==> src/rtl/adder_tree_pipe_if.sv <==
// Handshake bundle for adder_tree_pipe: input beat (valid/ready/data/mask) and result stream.
// out_ovf exists only when ADDER_TREE_OVF_EN is defined.
interface adder_tree_pipe_if #(
   parameter int NUM_IN    = 8,
   parameter int IN_WIDTH  = 10,
   parameter int OUT_WIDTH = 13
);
   logic                         in_valid;
   logic                         in_ready;
   logic [NUM_IN*IN_WIDTH-1:0]   in_data;
   logic [NUM_IN-1:0]            in_mask;
   logic                         out_valid;
   logic                         out_ready;
   logic [OUT_WIDTH-1:0]         out_data;
`ifdef ADDER_TREE_OVF_EN
   logic                         out_ovf;

   modport master (output in_valid, in_data, in_mask, out_ready,
                   input  in_ready, out_valid, out_data, out_ovf);
   modport slave  (input  in_valid, in_data, in_mask, out_ready,
                   output in_ready, out_valid, out_data, out_ovf);
`else
   modport master (output in_valid, in_data, in_mask, out_ready,
                   input  in_ready, out_valid, out_data);
   modport slave  (input  in_valid, in_data, in_mask, out_ready,
                   output in_ready, out_valid, out_data);
`endif
endinterface

==> src/rtl/adder_tree_pipe.sv <==
// Pipelined masked N-lane adder tree, one register stage per level, global-stall valid/ready.
// Define ADDER_TREE_OVF_EN to saturate on overflow and drive out_ovf; otherwise the sum wraps.
module adder_tree_pipe #(
   parameter int NUM_IN    = 8,
   parameter int IN_WIDTH  = 10,
   parameter int OUT_WIDTH = 13,
   parameter bit SIGNED    = 1'b0
) (
   input  logic              clk,
   input  logic              rst_n,
   adder_tree_pipe_if.slave  bus
);
   localparam int LEVELS = $clog2(NUM_IN);
   localparam int FULL_W = IN_WIDTH + LEVELS + 1;

   logic                 adv;
   logic [LEVELS:1]      valid_q, valid_d, load;
   logic [OUT_WIDTH-1:0] out_data_q, out_data_d;
   logic [FULL_W-1:0]    full_sum;

   // Stage L loads only when the pipe advances and its upstream holds a real beat.
   always_comb begin
      adv        = ~valid_q[LEVELS] | bus.out_ready;
      load[1]    = adv & bus.in_valid;
      valid_d[1] = adv ? bus.in_valid : valid_q[1];
      for (int l = 2; l <= LEVELS; l++) begin
         load[l]    = adv & valid_q[l-1];
         valid_d[l] = adv ? valid_q[l-1] : valid_q[l];
      end
   end

   always_ff @(posedge clk or negedge rst_n) begin
      if (!rst_n) valid_q <= '0;
      else        valid_q <= valid_d;
   end

   // Level 0 is the masked, extended input; the root level is left combinational and
   // feeds the output register, which is the last of the LEVELS stages.
   for (genvar gi = 0; gi <= LEVELS; gi++) begin : g_lvl
      localparam int NODES = NUM_IN >> gi;
      localparam int LW    = IN_WIDTH + gi + 1;
      logic [LW-1:0] node [NODES];

      if (gi == 0) begin : g_leaf
         logic [IN_WIDTH-1:0] lane;
         always_comb begin
            lane = '0;
            for (int k = 0; k < NUM_IN; k++) begin
               lane    = bus.in_data[k*IN_WIDTH +: IN_WIDTH];
               node[k] = bus.in_mask[k] ? {SIGNED && lane[IN_WIDTH-1], lane} : '0;
            end
         end
      end else begin : g_sum
         logic [LW-1:0] sum [NODES];
         always_comb begin
            for (int k = 0; k < NODES; k++) begin
               sum[k] = {SIGNED && g_lvl[gi-1].node[2*k][LW-2],   g_lvl[gi-1].node[2*k]}
                      + {SIGNED && g_lvl[gi-1].node[2*k+1][LW-2], g_lvl[gi-1].node[2*k+1]};
            end
         end

         if (gi < LEVELS) begin : g_reg
            logic [LW-1:0] node_q [NODES];
            logic [LW-1:0] node_d [NODES];
            always_comb begin
               for (int k = 0; k < NODES; k++) node_d[k] = load[gi] ? sum[k] : node_q[k];
            end
            always_ff @(posedge clk or negedge rst_n) begin
               if (!rst_n) begin
                  for (int k = 0; k < NODES; k++) node_q[k] <= '0;
               end else begin
                  for (int k = 0; k < NODES; k++) node_q[k] <= node_d[k];
               end
            end
            assign node = node_q;
         end else begin : g_root
            assign node = sum;
         end
      end
   end

   assign full_sum = g_lvl[LEVELS].node[0];

`ifdef ADDER_TREE_OVF_EN
   logic                 out_ovf_q, out_ovf_d;
   logic                 ovf;
   logic [OUT_WIDTH-1:0] sat_val;

   if (SIGNED) begin : g_sat_s
      assign ovf     = full_sum[FULL_W-1:OUT_WIDTH-1] != {(FULL_W-OUT_WIDTH+1){full_sum[FULL_W-1]}};
      assign sat_val = full_sum[FULL_W-1] ? {1'b1, {(OUT_WIDTH-1){1'b0}}}
                                          : {1'b0, {(OUT_WIDTH-1){1'b1}}};
   end else begin : g_sat_u
      assign ovf     = |full_sum[FULL_W-1:OUT_WIDTH];
      assign sat_val = '1;
   end

   always_comb begin
      out_data_d = out_data_q;
      out_ovf_d  = out_ovf_q;
      if (load[LEVELS]) begin
         out_data_d = ovf ? sat_val : full_sum[OUT_WIDTH-1:0];
         out_ovf_d  = ovf;
      end
   end

   always_ff @(posedge clk or negedge rst_n) begin
      if (!rst_n) out_ovf_q <= 1'b0;
      else        out_ovf_q <= out_ovf_d;
   end

   assign bus.out_ovf = out_ovf_q;
`else
   logic unused_sum_hi;
   assign unused_sum_hi = ^full_sum[FULL_W-1:OUT_WIDTH];

   always_comb begin
      out_data_d = load[LEVELS] ? full_sum[OUT_WIDTH-1:0] : out_data_q;
   end
`endif

   always_ff @(posedge clk or negedge rst_n) begin
      if (!rst_n) out_data_q <= '0;
      else        out_data_q <= out_data_d;
   end

   assign bus.in_ready  = adv;
   assign bus.out_valid = valid_q[LEVELS];
   assign bus.out_data  = out_data_q;
endmodule
==> src/flat_wrapper.sv <==
// flat-port wrapper written by rule: the top's interface ports become plain ports
module adder_tree_pipe_flat 
#(
   parameter int NUM_IN    = 8,
   parameter int IN_WIDTH  = 10,
   parameter int OUT_WIDTH = 13,
   parameter bit SIGNED    = 1'b0
)
  (clk, rst_n, bus_in_valid, bus_in_data, bus_in_mask, bus_out_ready, bus_in_ready, bus_out_valid, bus_out_data);
  adder_tree_pipe_if #(.NUM_IN(NUM_IN), .IN_WIDTH(IN_WIDTH), .OUT_WIDTH(OUT_WIDTH)) bus_i ();
  input  logic clk;
  input  logic rst_n;
  input wire logic [$bits(bus_i.in_valid)-1:0] bus_in_valid;
  input wire logic [$bits(bus_i.in_data)-1:0] bus_in_data;
  input wire logic [$bits(bus_i.in_mask)-1:0] bus_in_mask;
  input wire logic [$bits(bus_i.out_ready)-1:0] bus_out_ready;
  output wire logic [$bits(bus_i.in_ready)-1:0] bus_in_ready;
  output wire logic [$bits(bus_i.out_valid)-1:0] bus_out_valid;
  output wire logic [$bits(bus_i.out_data)-1:0] bus_out_data;
  assign bus_i.in_valid = bus_in_valid;
  assign bus_i.in_data = bus_in_data;
  assign bus_i.in_mask = bus_in_mask;
  assign bus_i.out_ready = bus_out_ready;
  assign bus_in_ready = bus_i.in_ready;
  assign bus_out_valid = bus_i.out_valid;
  assign bus_out_data = bus_i.out_data;
  adder_tree_pipe #(.NUM_IN(NUM_IN), .IN_WIDTH(IN_WIDTH), .OUT_WIDTH(OUT_WIDTH), .SIGNED(SIGNED)) u_core (.clk(clk), .rst_n(rst_n), .bus(bus_i));
endmodule
==> config.mk <==
export PLATFORM = sky130hd
export DESIGN_NAME = adder_tree_pipe_flat
export DESIGN_NICKNAME = d
export VERILOG_FILES = /design/src/rtl/adder_tree_pipe_if.sv /design/src/rtl/adder_tree_pipe.sv /design/src/flat_wrapper.sv
export SDC_FILE = /design/constraint.sdc
export NUM_CORES = 1
export LEC_CHECK = 0
export CELL_PAD_IN_SITES_DETAIL_PLACEMENT = 1
export CELL_PAD_IN_SITES_GLOBAL_PLACEMENT = 2
export CORE_MARGIN = 1
export CORE_UTILIZATION = 34
export CTS_BUF_LIST = sky130_fd_sc_hd__clkbuf_4 sky130_fd_sc_hd__clkbuf_8 sky130_fd_sc_hd__clkbuf_16
export DETAILED_ROUTE_END_ITERATION = 10
export PLACE_DENSITY = 0.91
export SYNTH_ARGS = -nofsm -noshare
export SYNTH_HDL_FRONTEND = slang
export SYNTH_SLANG_ARGS = --single-unit
==> constraint.sdc <==
create_clock -name clk -period 2.45 [get_ports clk]
set_input_delay 0.49 -clock clk [delete_from_list [all_inputs] [get_ports clk]]
set_output_delay 0.49 -clock clk [all_outputs]
set_load 0.05 [all_outputs]
==> results of run 1 <==
[worst paths after layout]
kind | from | to | cells after the start | slack [ns]
worst max register to register | u_core.g_lvl[1].g_sum.g_reg.node_q[24]$_DFFE_PN0P_ | u_core.g_lvl[2].g_sum.g_reg.node_q[23]$_DFFE_PN0P_ | 7 | 0.11
worst min register to register | u_core.bus.out_data[7]$_DFFE_PN0P_ | u_core.bus.out_data[7]$_DFFE_PN0P_ | 2 | 0.48
min in group clk | u_core.bus.out_data[7]$_DFFE_PN0P_ | u_core.bus.out_data[7]$_DFFE_PN0P_ | 2 | 0.48
max in group asynchronous | rst_n | u_core.bus.out_data[0]$_DFFE_PN0P_ | 2 | 1.70
worst max-delay path | bus_in_data[20] | u_core.g_lvl[1].g_sum.g_reg.node_q[32]$_DFFE_PN0P_ | 10 | 0.09
worst min-delay path | rst_n | u_core.g_lvl[1].g_sum.g_reg.node_q[9]$_DFFE_PN0P_ | 1 | 0.15
[critical path, stage by stage]
cell and delay (ns):
clkdlybuf4s50_1 0.42, and2_1 0.17, ha_1 0.19, inv_1 0.07
fa_2 0.20, nor2b_1 0.06, o31a_1 0.26, o2111a_2 0.29
o31a_1 0.30, o31ai_2 0.17
[registers in the layout, indices dropped and copies added, names as in the netlist]
register / cells
u_core.valid_q: 3
u_core.bus.out_data: 13
u_core.g_lvl.g_sum.g_reg.node_q: 68
[per-layer routing]
metal | GRT usage [%] | vias up | share of wire, %
met5 | 0 | - | 0
met1 | 25.0 | 3121 | 50
li1 | - | 3302 | -
met2 | 30.2 | 98 | 47
met4 | 4.26 | 0 | 1.0
met3 | 2.82 | 11 | 2.6
[where the power goes]
| group | total [uW] | switching [uW] | internal [uW] | leakage [uW] |
|---|---|---|---|---|
| Sequential | 2300 | 392 | 1900 | 0.00104 |
| Combinational | 4600 | 2550 | 2050 | 0.00320 |
| Clock | 1470 | 571 | 904 | 0.000152 |
[layout make-up]
class	count	area, sq um	share of cell area, %
Tap cell	270	338	3.56
Sequential cell	84	2100	22.2
Clock buffer	10	233	2.46
Inverter	30	113	1.19
Clock inverter	6	88.8	0.937
Multi-Input combinational cell	654	4760	50.2
Timing Repair Buffer	204	1840	19.4
[repair_timing]
action	4_1_cts	5_1_grt
pin swaps	2	4
resized for setup	4	20
hold buffers	0	0
setup buffers	0	1
endpoints found under the setup margin	5	15
[kinds of logic after synthesis]
kind of cell    synth area share (%)
buf+inv                         3.18
mux                             1.37
flops                           29.9
compound gates                  25.1
xor+xnor                        3.48
simple gates                    21.9
fa+ha+maj                       15.1
[through the flow]
step | power (uW) | utilization (%) | std cells | hold slack, ns
after floorplan | 5420 | - | 793 | 0.194
after global placement | 6750 | 45.0 | 1241 | 0.464
after detailed placement | 6890 | 45.0 | 1241 | 0.469
after CTS | 8420 | 46.5 | 1257 | 0.172
after global routing | 9020 | 46.8 | 1258 | 0.193
final | 8370 | 46.8 | 1258 | 0.150
[cell usage in the layout, fill, tap and decap left out, drive strengths merged, types with 7 or more instances in the layout]
cell type and instances:
and2 75, ha 74, nand3 10, o21a 20
nand2 83, nor3 9, a21o 27, xnor2 9
dfrtp 84, xor2 19, a2111oi 8, clkbuf 11
nor2b 7, o31a 7, nor4b 13, o21bai 8
o211ai 9, inv 30, nor2 21, a211oi 27
buf 100, o31ai 11, o21ai 70, clkdlybuf4s50 96
a21oi 44, fa 7, nor3b 20
==> flow_metrics.py, run 1 <==
metrics = {
    "outcome": {
        "status": "finished, final reports clean",
    },
    "detailed_routing": {
        "drtIter0Drc": 229,
        "dr_total_vias": 6532,
        "routed_via_density": 5.19,
        "wl_per_cell_um": 14.9,
        "drt_wl_total_mm": 18.7,
        "first_pass_iters": 4,
        "antenna_left": 0,
        "route.detailed.drc": 0,
    },
    "flow_run": {
        "max_cap_viol_count": 0,
    },
    "synthesis": {
        "yosysWarnings": 0,
        "synthCells": 793,
        "synthFlopType": "dfrtp_1",
        "synth_edf_count": 0,
        "synth_most_common_cell": "dfrtp_1",
        "syn_area_per_cell_sq_um": 8.88,
        "ys_top_cells_by_area": "dfrtp_1, ha_1, and2_1",
        "syn_area_sq_mm": 0.00704,
        "synth.ff_latch_count": 84,
        "synth_fp_nets": 966,
        "synth_top_area_cell": "dfrtp_1",
        "synthTopCellsByCount": "dfrtp_1, nand2_1, and2_1, ha_1, o21ai_0",
        "synth.distinct_cells": 60,
        "ys_seq_area_share_pct": 29.9,
        "synth_top_area_share_pct": 29.9,
        "synthArstFlopShare_pct": 100,
    },
    "placed_design": {
        "dp_slack_ns": -0.499,
        "portBuffers": 106,
        "dpl_cell_area_sq_mm": 0.00910,
        "hpwlAfterDp_mm": 15.3,
        "gp_congestion": 0.831,
    },
    "timing": {
        "period_needed_ns": 2.36,
        "final_max_slew_viol_count": 0,
        "worst_slack_ns": 0.0928,
        "fin_crit_sh_pct": 96.2,
        "slew-limit-headroom_pct": 60.5,
        "fmax_mhz": 424,
        "worstMarginPinSlew_ns": 0.592,
        "final-hold-violation-count": 0,
        "rsz0062_at_grt": "yes",
        "tns_ns": 0,
        "setup_viol": 0,
        "skew_ns": 0.00850,
    },
    "critical_path": {
        "critPathCaptureType": "register",
        "critPathKind": "in -> reg",
        "crit_fanout": 3,
        "arrival_ns": 2.62,
        "crit_path_start_kind": "input pin",
        "required_ns": 2.71,
    },
    "cells_and_area": {
        "diodes": 0,
        "fin_area_sq_mm": 0.00948,
        "syn2layout_area_growth_pct": 34.6,
        "nets": 1156,
        "drive_gt1_share_pct": 14.8,
        "fillers": 2344,
    },
    "die": {
        "dieArea_sq_mm": 0.0213,
        "chipHeight_um": 146,
        "initial_core_util_pct": 34.8,
        "boundaryPins": 107,
        "rows": 52,
        "coreArea_sq_mm": 0.0202,
        "die_w_um": 146,
    },
    "global_routing": {
        "grt_pass1_wl_mm": 31.9,
        "antenna_found_initial": 0,
        "grt_max_degree": 45,
        "grt_pass1_vias": 6699,
        "track_usage_pct": 18.3,
        "gr-total-overflow": 0,
    },
    "pwr": {
        "peakVddDrop_uv": 303,
        "power.density_mw_per_mm2": 883,
        "p_leak_uw": 0.00440,
    },
    "clocking": {
        "cts_made_buffers": 9,
        "htree_levels": 3,
        "clk_latency_ns": 0.35,
        "cts_root_buffer": "clkbuf_16",
        "cts_sinks": 84,
        "clkSlewWorstSetupHoldPaths_ns": 0.07,
        "clock_path_buffers": 2,
        "tritoncts": "done",
    },
    "hold_path": {
        "hold_path.class": "in -> async",
    },
}
No activity file was read; power rests on OpenSTA's default activity.
==> inputs of run 2 (changes only) <==
CAP_MARGIN = 30   (was default)
RECOVER_POWER = 50   (was default)
==> flow_metrics.py, run 2 (synthesized netlist as in run 1, its figures left out) <==
metrics = {
    "clocking": {
        "tritoncts": "done",
        "htree_levels": 3,
        "clkSlewWorstSetupHoldPaths_ns": 0.06,
        "hold_buffers": 0,
        "clk_latency_ns": 0.35,
        "clock_path_buffers": 2,
        "cts_root_buffer": "clkbuf_16",
        "cts_sinks": 84,
        "cts_made_buffers": 9,
    },
    "die": {
        "dieArea_sq_mm": 0.0213,
        "chipHeight_um": 146,
        "boundaryPins": 107,
        "rows": 52,
        "coreArea_sq_mm": 0.0202,
        "die_w_um": 146,
        "initial_core_util_pct": 34.8,
    },
    "cells_and_area": {
        "diodes": 0,
        "largest-register": "u_core.g_lvl.g_sum.g_reg.node_q",
        "fin_cells": 1258,
        "fin_area_sq_mm": 0.00945,
        "final_util_pct": 46.7,
        "fillers": 2347,
        "largest_reg_flops": 68,
        "nets": 1156,
        "drive_gt1_share_pct": 14.4,
        "multi_input_area_sq_mm": 0.00476,
        "regArea_sq_mm": 0.00210,
        "syn2layout_area_growth_pct": 34.2,
        "final_cell_mix": "clkdlybuf4s50_1, buf_4, dfrtp_1",
        "final_common_cell": "clkdlybuf4s50_1",
    },
    "timing": {
        "final_max_slew_viol_count": 0,
        "rsz0062_at_grt": "yes",
        "setup_viol": 0,
        "holdWs_ns": 0.353,
        "fmax_mhz": 424,
        "period_needed_ns": 2.36,
        "slew-limit-headroom_pct": 25.7,
        "worstMarginPinSlew_ns": 1.11,
        "fin_crit_sh_pct": 96.2,
        "skew_ns": 0.00854,
        "final-hold-violation-count": 0,
    },
    "global_routing": {
        "gr-total-overflow": 0,
        "grt_max_degree": 45,
        "grt_pass1_wl_mm": 31.9,
        "antenna_found_initial": 0,
        "track_usage_pct": 18.3,
        "grt_pass1_vias": 6699,
    },
    "placed_design": {
        "dpl_cell_area_sq_mm": 0.00910,
        "portBuffers": 106,
        "gp_congestion": 0.831,
        "hpwlAfterDp_mm": 15.3,
        "dp_cells": 1241,
    },
    "detailed_routing": {
        "first_pass_iters": 4,
        "drt_wl_total_mm": 18.7,
        "routed_via_density": 5.20,
        "antenna_left": 0,
        "dr_total_vias": 6543,
        "drtIter0Drc": 234,
        "route.detailed.drc": 0,
        "wl_per_cell_um": 14.9,
    },
    "critical_path": {
        "critPathCaptureType": "register",
        "cp.buffers_inverters": 2,
        "crit_path_start_kind": "input pin",
        "crit_fanout": 3,
        "crit_chain": "clkdlybuf4s50_1 -> and2_1 -> ha_1 -> inv_1 -> fa_2 -> nor2b_1 -> o31a_1 -> o2111a_2 -> o31a_1 -> o31ai_2",
        "required_ns": 2.71,
        "cp_top_family": "compound AO/OA/AOI/OAI gates",
        "cpPeakStageDelay_ns": 0.42,
        "crit_slowest_cell": "clkdlybuf4s50_1",
        "arrival_ns": 2.62,
        "cp_common_cell": "o31a_1",
        "critPathKind": "in -> reg",
    },
    "pwr": {
        "peakVddDrop_uv": 303,
        "p_leak_uw": 0.00438,
        "power.density_mw_per_mm2": 884,
    },
    "flow_run": {
        "max_cap_viol_count": 0,
    },
    "outcome": {
        "status": "finished, final reports clean",
    },
    "hold_path": {
        "hold_path.class": "in -> async",
    },
}
==> run 2: cell types whose count changed in the layout (fill, tap and decap cells not counted) <==
| cell | change |
|---|---|
| dlygate4sd3_1 | +1 |
| buf_12 | -1 |
| clkbuf_1 | +3 |
| clkbuf_2 | +2 |
| clkdlybuf4s50_1 | -1 |
| nand2_2 | -1 |
| nand2_1 | +1 |
| buf_4 | -4 |
==> run 2: final cells by class <==
cell class	instances	share of cell area [%]
Clock buffer	10	2.46
Sequential cell	84	22.3
Multi-Input combinational cell	654	50.4
Tap cell	270	3.58
Timing Repair Buffer	204	19.2
Inverter	30	1.19
Clock inverter	6	0.940
==> run 2: what timing repair did <==
| action | in CTS | in global routing |
|---|---|---|
| setup buffers | 0 | 1 |
| endpoints found under the setup margin | 5 | 15 |
| pin swaps | 2 | 4 |
| resized for setup | 4 | 20 |
==> run 2: path summary, 6_finish.rpt <==
check                                                              startpoint                                            endpoint  slack (ns)  depth (start not counted)
max                                                           bus_in_data[20]  u_core.g_lvl[1].g_sum.g_reg.node_q[32]$_DFFE_PN0P_        0.09                         10
min                                                                     rst_n                       u_core.valid_q[2]$_DFFE_PN0N_        0.35                          1
max reg2reg                u_core.g_lvl[1].g_sum.g_reg.node_q[24]$_DFFE_PN0P_  u_core.g_lvl[2].g_sum.g_reg.node_q[23]$_DFFE_PN0P_        0.11                          7
min reg2reg                                u_core.bus.out_data[7]$_DFFE_PN0P_                  u_core.bus.out_data[7]$_DFFE_PN0P_        0.48                          2
max in group asynchronous                                               rst_n  u_core.g_lvl[1].g_sum.g_reg.node_q[28]$_DFFE_PN0P_        0.74                          2
min in group clk                           u_core.bus.out_data[7]$_DFFE_PN0P_                  u_core.bus.out_data[7]$_DFFE_PN0P_        0.48                          2
==> run 2: stage by stage <==
stage	power (uW)	worst slack, ns	TNS [ns]
after floorplan	5420	0.203	0
after global placement	6750	-0.393	-5.91
after detailed placement	6890	-0.499	-7.95
after CTS	8420	0.00470	0
after global routing	9000	-0.00114	-0.00114
final	8350	0.0925	0
==> run 2: worst register-to-register path, stage by stage, from the launching register on <==
cell       delay (ns)
dfrtp_1          0.38
ha_1             0.25
fa_2             0.39
a211oi_2         0.22
o21bai_2         0.14
a2111oi_4        0.39
nor4b_1          0.09
or3b_1           0.37
==> run 2: per-layer routing <==
metal	part of all wire, %	global-route usage (%)	up-vias	wire length [um]
met4	1.0	4.26	0	187
li1	-	-	3298	-
met2	47	30.2	101	8780
met5	0	0	-	0
met3	2.8	2.82	11	524
met1	49	25.0	3133	9210
==> run 2: where the power goes <==
part / leakage (uW) / internal (uW) / switching [uW]
registers: 0.00104 / 1900 / 390
logic: 0.00318 / 2040 / 2540
clock network: 0.000152 / 904 / 572
total: 0.00438 / 4840 / 3500
==> inputs of run 3 (changes only) <==
CORE_ASPECT_RATIO = 1.4   (was default)
==> flow_metrics.py, run 3 (synthesized netlist as in run 1, its figures left out) <==
metrics = {
    "cells_and_area": {
        "fillers": 2376,
        "diodes": 0,
        "nets": 1159,
        "largest_reg_flops": 68,
        "final_common_cell": "clkdlybuf4s50_1",
        "largest-register": "u_core.g_lvl.g_sum.g_reg.node_q",
        "syn2layout_area_growth_pct": 34.1,
        "fin_area_sq_mm": 0.00944,
        "drive_gt1_share_pct": 14.9,
        "final_cell_mix": "clkdlybuf4s50_1, buf_4, dfrtp_1",
    },
    "clocking": {
        "clock_path_buffers": 2,
        "cts_sinks": 84,
        "tritoncts": "done",
        "cts_root_buffer": "clkbuf_16",
        "clkSlewWorstSetupHoldPaths_ns": 0.06,
        "htree_levels": 3,
        "clk_latency_ns": 0.34,
        "hold_buffers": 0,
        "cts_made_buffers": 9,
    },
    "die": {
        "dieArea_sq_mm": 0.0213,
        "rows": 61,
        "die_w_um": 124,
        "initial_core_util_pct": 35.1,
        "chipHeight_um": 172,
        "boundaryPins": 107,
        "coreArea_sq_mm": 0.0201,
    },
    "pwr": {
        "peakVddDrop_uv": 406,
        "pwr-share-seq_pct": 28.0,
        "p_sw_uw": 3460,
        "p_int_uw": 4730,
        "p_leak_uw": 0.00441,
        "p_comb_share_pct": 55.5,
        "p_sw_share_pct": 42.3,
        "power.density_mw_per_mm2": 868,
        "p_clk_share_pct": 16.5,
    },
    "flow_run": {
        "max_cap_viol_count": 0,
    },
    "critical_path": {
        "cp_top_family": "compound AO/OA/AOI/OAI gates",
        "cp.buffers_inverters": 3,
        "crit_path_start_kind": "input pin",
        "critPathCaptureType": "register",
        "cpPeakStageDelay_ns": 0.39,
        "critPathKind": "in -> reg",
        "required_ns": 2.67,
        "crit_slowest_cell": "clkdlybuf4s50_1",
        "arrival_ns": 2.62,
        "crit_fanout": 3,
        "crit_chain": "clkdlybuf4s50_1 -> and2_1 -> ha_2 -> inv_2 -> fa_2 -> nor2b_2 -> o31a_1 -> o2111a_1 -> buf_4 -> nor4_1 -> o21ai_0",
    },
    "detailed_routing": {
        "wl_per_cell_um": 15.2,
        "routed_via_density": 5.28,
        "drt_wl_total_mm": 18.8,
        "dr_total_vias": 6555,
        "first_pass_iters": 4,
        "antenna_left": 0,
        "drtIter0Drc": 209,
        "route.detailed.drc": 0,
    },
    "hold_path": {
        "hold_path.class": "reg -> reg",
    },
    "outcome": {
        "status": "finished, final reports clean",
    },
    "timing": {
        "holdWs_ns": 0.476,
        "slew-limit-headroom_pct": 0.644,
        "final-hold-violation-count": 0,
        "worstMarginPinSlew_ns": 1.49,
        "setup_viol": 0,
        "final_max_slew_viol_count": 0,
        "skew_ns": 0.00878,
        "period_needed_ns": 2.41,
        "fmax_mhz": 415,
        "fin_crit_sh_pct": 98.3,
    },
    "placed_design": {
        "dpl_cell_area_sq_mm": 0.00908,
        "portBuffers": 106,
        "hpwlAfterDp_mm": 15.2,
        "gp_congestion": 0.802,
    },
    "global_routing": {
        "track_usage_pct": 18.6,
        "gr-total-overflow": 0,
        "grt_max_degree": 58,
        "grt_pass1_vias": 6801,
        "antenna_found_initial": 0,
        "grt_pass1_wl_mm": 31.8,
    },
}
==> run 3: cell count changes in the layout (fill, tap and decap cells not counted), sizes merged <==
cell	delta
buf	+1
bufinv	-1
clkbuf	+1
clkdlybuf4s50	-1
clkinv	+2
clkinvlp	-2
dlygate4sd2	+1
dlygate4sd3	-1
dlymetal6s2s	+2
==> run 3: path summary, 6_finish.rpt <==
kind                                                                    from                                                  to  slack [ns]  cells after the start
max reg2reg                u_core.g_lvl[1].g_sum.g_reg.node_q[0]$_DFFE_PN0P_  u_core.g_lvl[2].g_sum.g_reg.node_q[10]$_DFFE_PN0P_        0.14                      7
min                                       u_core.bus.out_data[0]$_DFFE_PN0P_                  u_core.bus.out_data[0]$_DFFE_PN0P_        0.48                      2
min reg2reg                               u_core.bus.out_data[0]$_DFFE_PN0P_                  u_core.bus.out_data[0]$_DFFE_PN0P_        0.48                      2
min in group asynchronous                                              rst_n                 u_core.bus.out_data[11]$_DFFE_PN0P_        0.51                      1
max                                                          bus_in_data[20]  u_core.g_lvl[1].g_sum.g_reg.node_q[34]$_DFFE_PN0P_        0.04                     11
max in group asynchronous                                              rst_n  u_core.g_lvl[1].g_sum.g_reg.node_q[39]$_DFFE_PN0P_        0.79                      2
==> run 3: routing by layer <==
metal  GRT usage [%]  wire, um  part of all wire [%]
met1            21.7      8380                    45
met2            35.0      9840                    52
met3            2.24       312                   1.7
met4            5.24       295                   1.6
met5               0         0                     0
==> run 3: cell type report <==
type | instances | area (sq um) | share of cell area (%)
Clock buffer | 10 | 233 | 2.46
Timing Repair Buffer | 207 | 1850 | 19.6
Inverter | 30 | 113 | 1.19
Sequential cell | 84 | 2100 | 22.3
Clock inverter | 5 | 53.8 | 0.570
Tap cell | 252 | 315 | 3.34
Multi-Input combinational cell | 654 | 4770 | 50.6
==> run 3: tightest hold or removal path: cells and delay by family, from the launching register on <==
kind             cells  cell delay (ns)
DFF                  1             0.34
and+or+nand+nor      2             0.10
==> run 3: through the flow <==
step / utilization, % / TNS (ns) / setup WS (ns) / instances / power [uW]
floorplan: - / 0 / 0.203 / 793 / 5420
global placement: 45.2 / -5.42 / -0.324 / 1223 / 6730
detailed placement: 45.2 / -6.89 / -0.477 / 1223 / 6860
CTS: 46.7 / 0 / 0.00593 / 1239 / 8270
global route: 47.0 / -0.0934 / -0.0489 / 1242 / 8860
finish: 47.0 / 0 / 0.0411 / 1242 / 8190
==> run 3: power by group through the flow <==
stage	clock network, uW	registers [uW]	logic [uW]
after global routing	1440	2360	5060
after detailed placement	0	2320	4550
after global placement	0	2300	4430
after CTS	1380	2300	4590
final	1350	2290	4550
after floorplan	0	2550	2880
==> run 3: what timing repair did <==
action                     CTS  global route
buffers inserted             1             3
pin swaps                    3            13
resized for setup            6            25
setup endpoints to repair    4            16
hold endpoints to repair     0             0
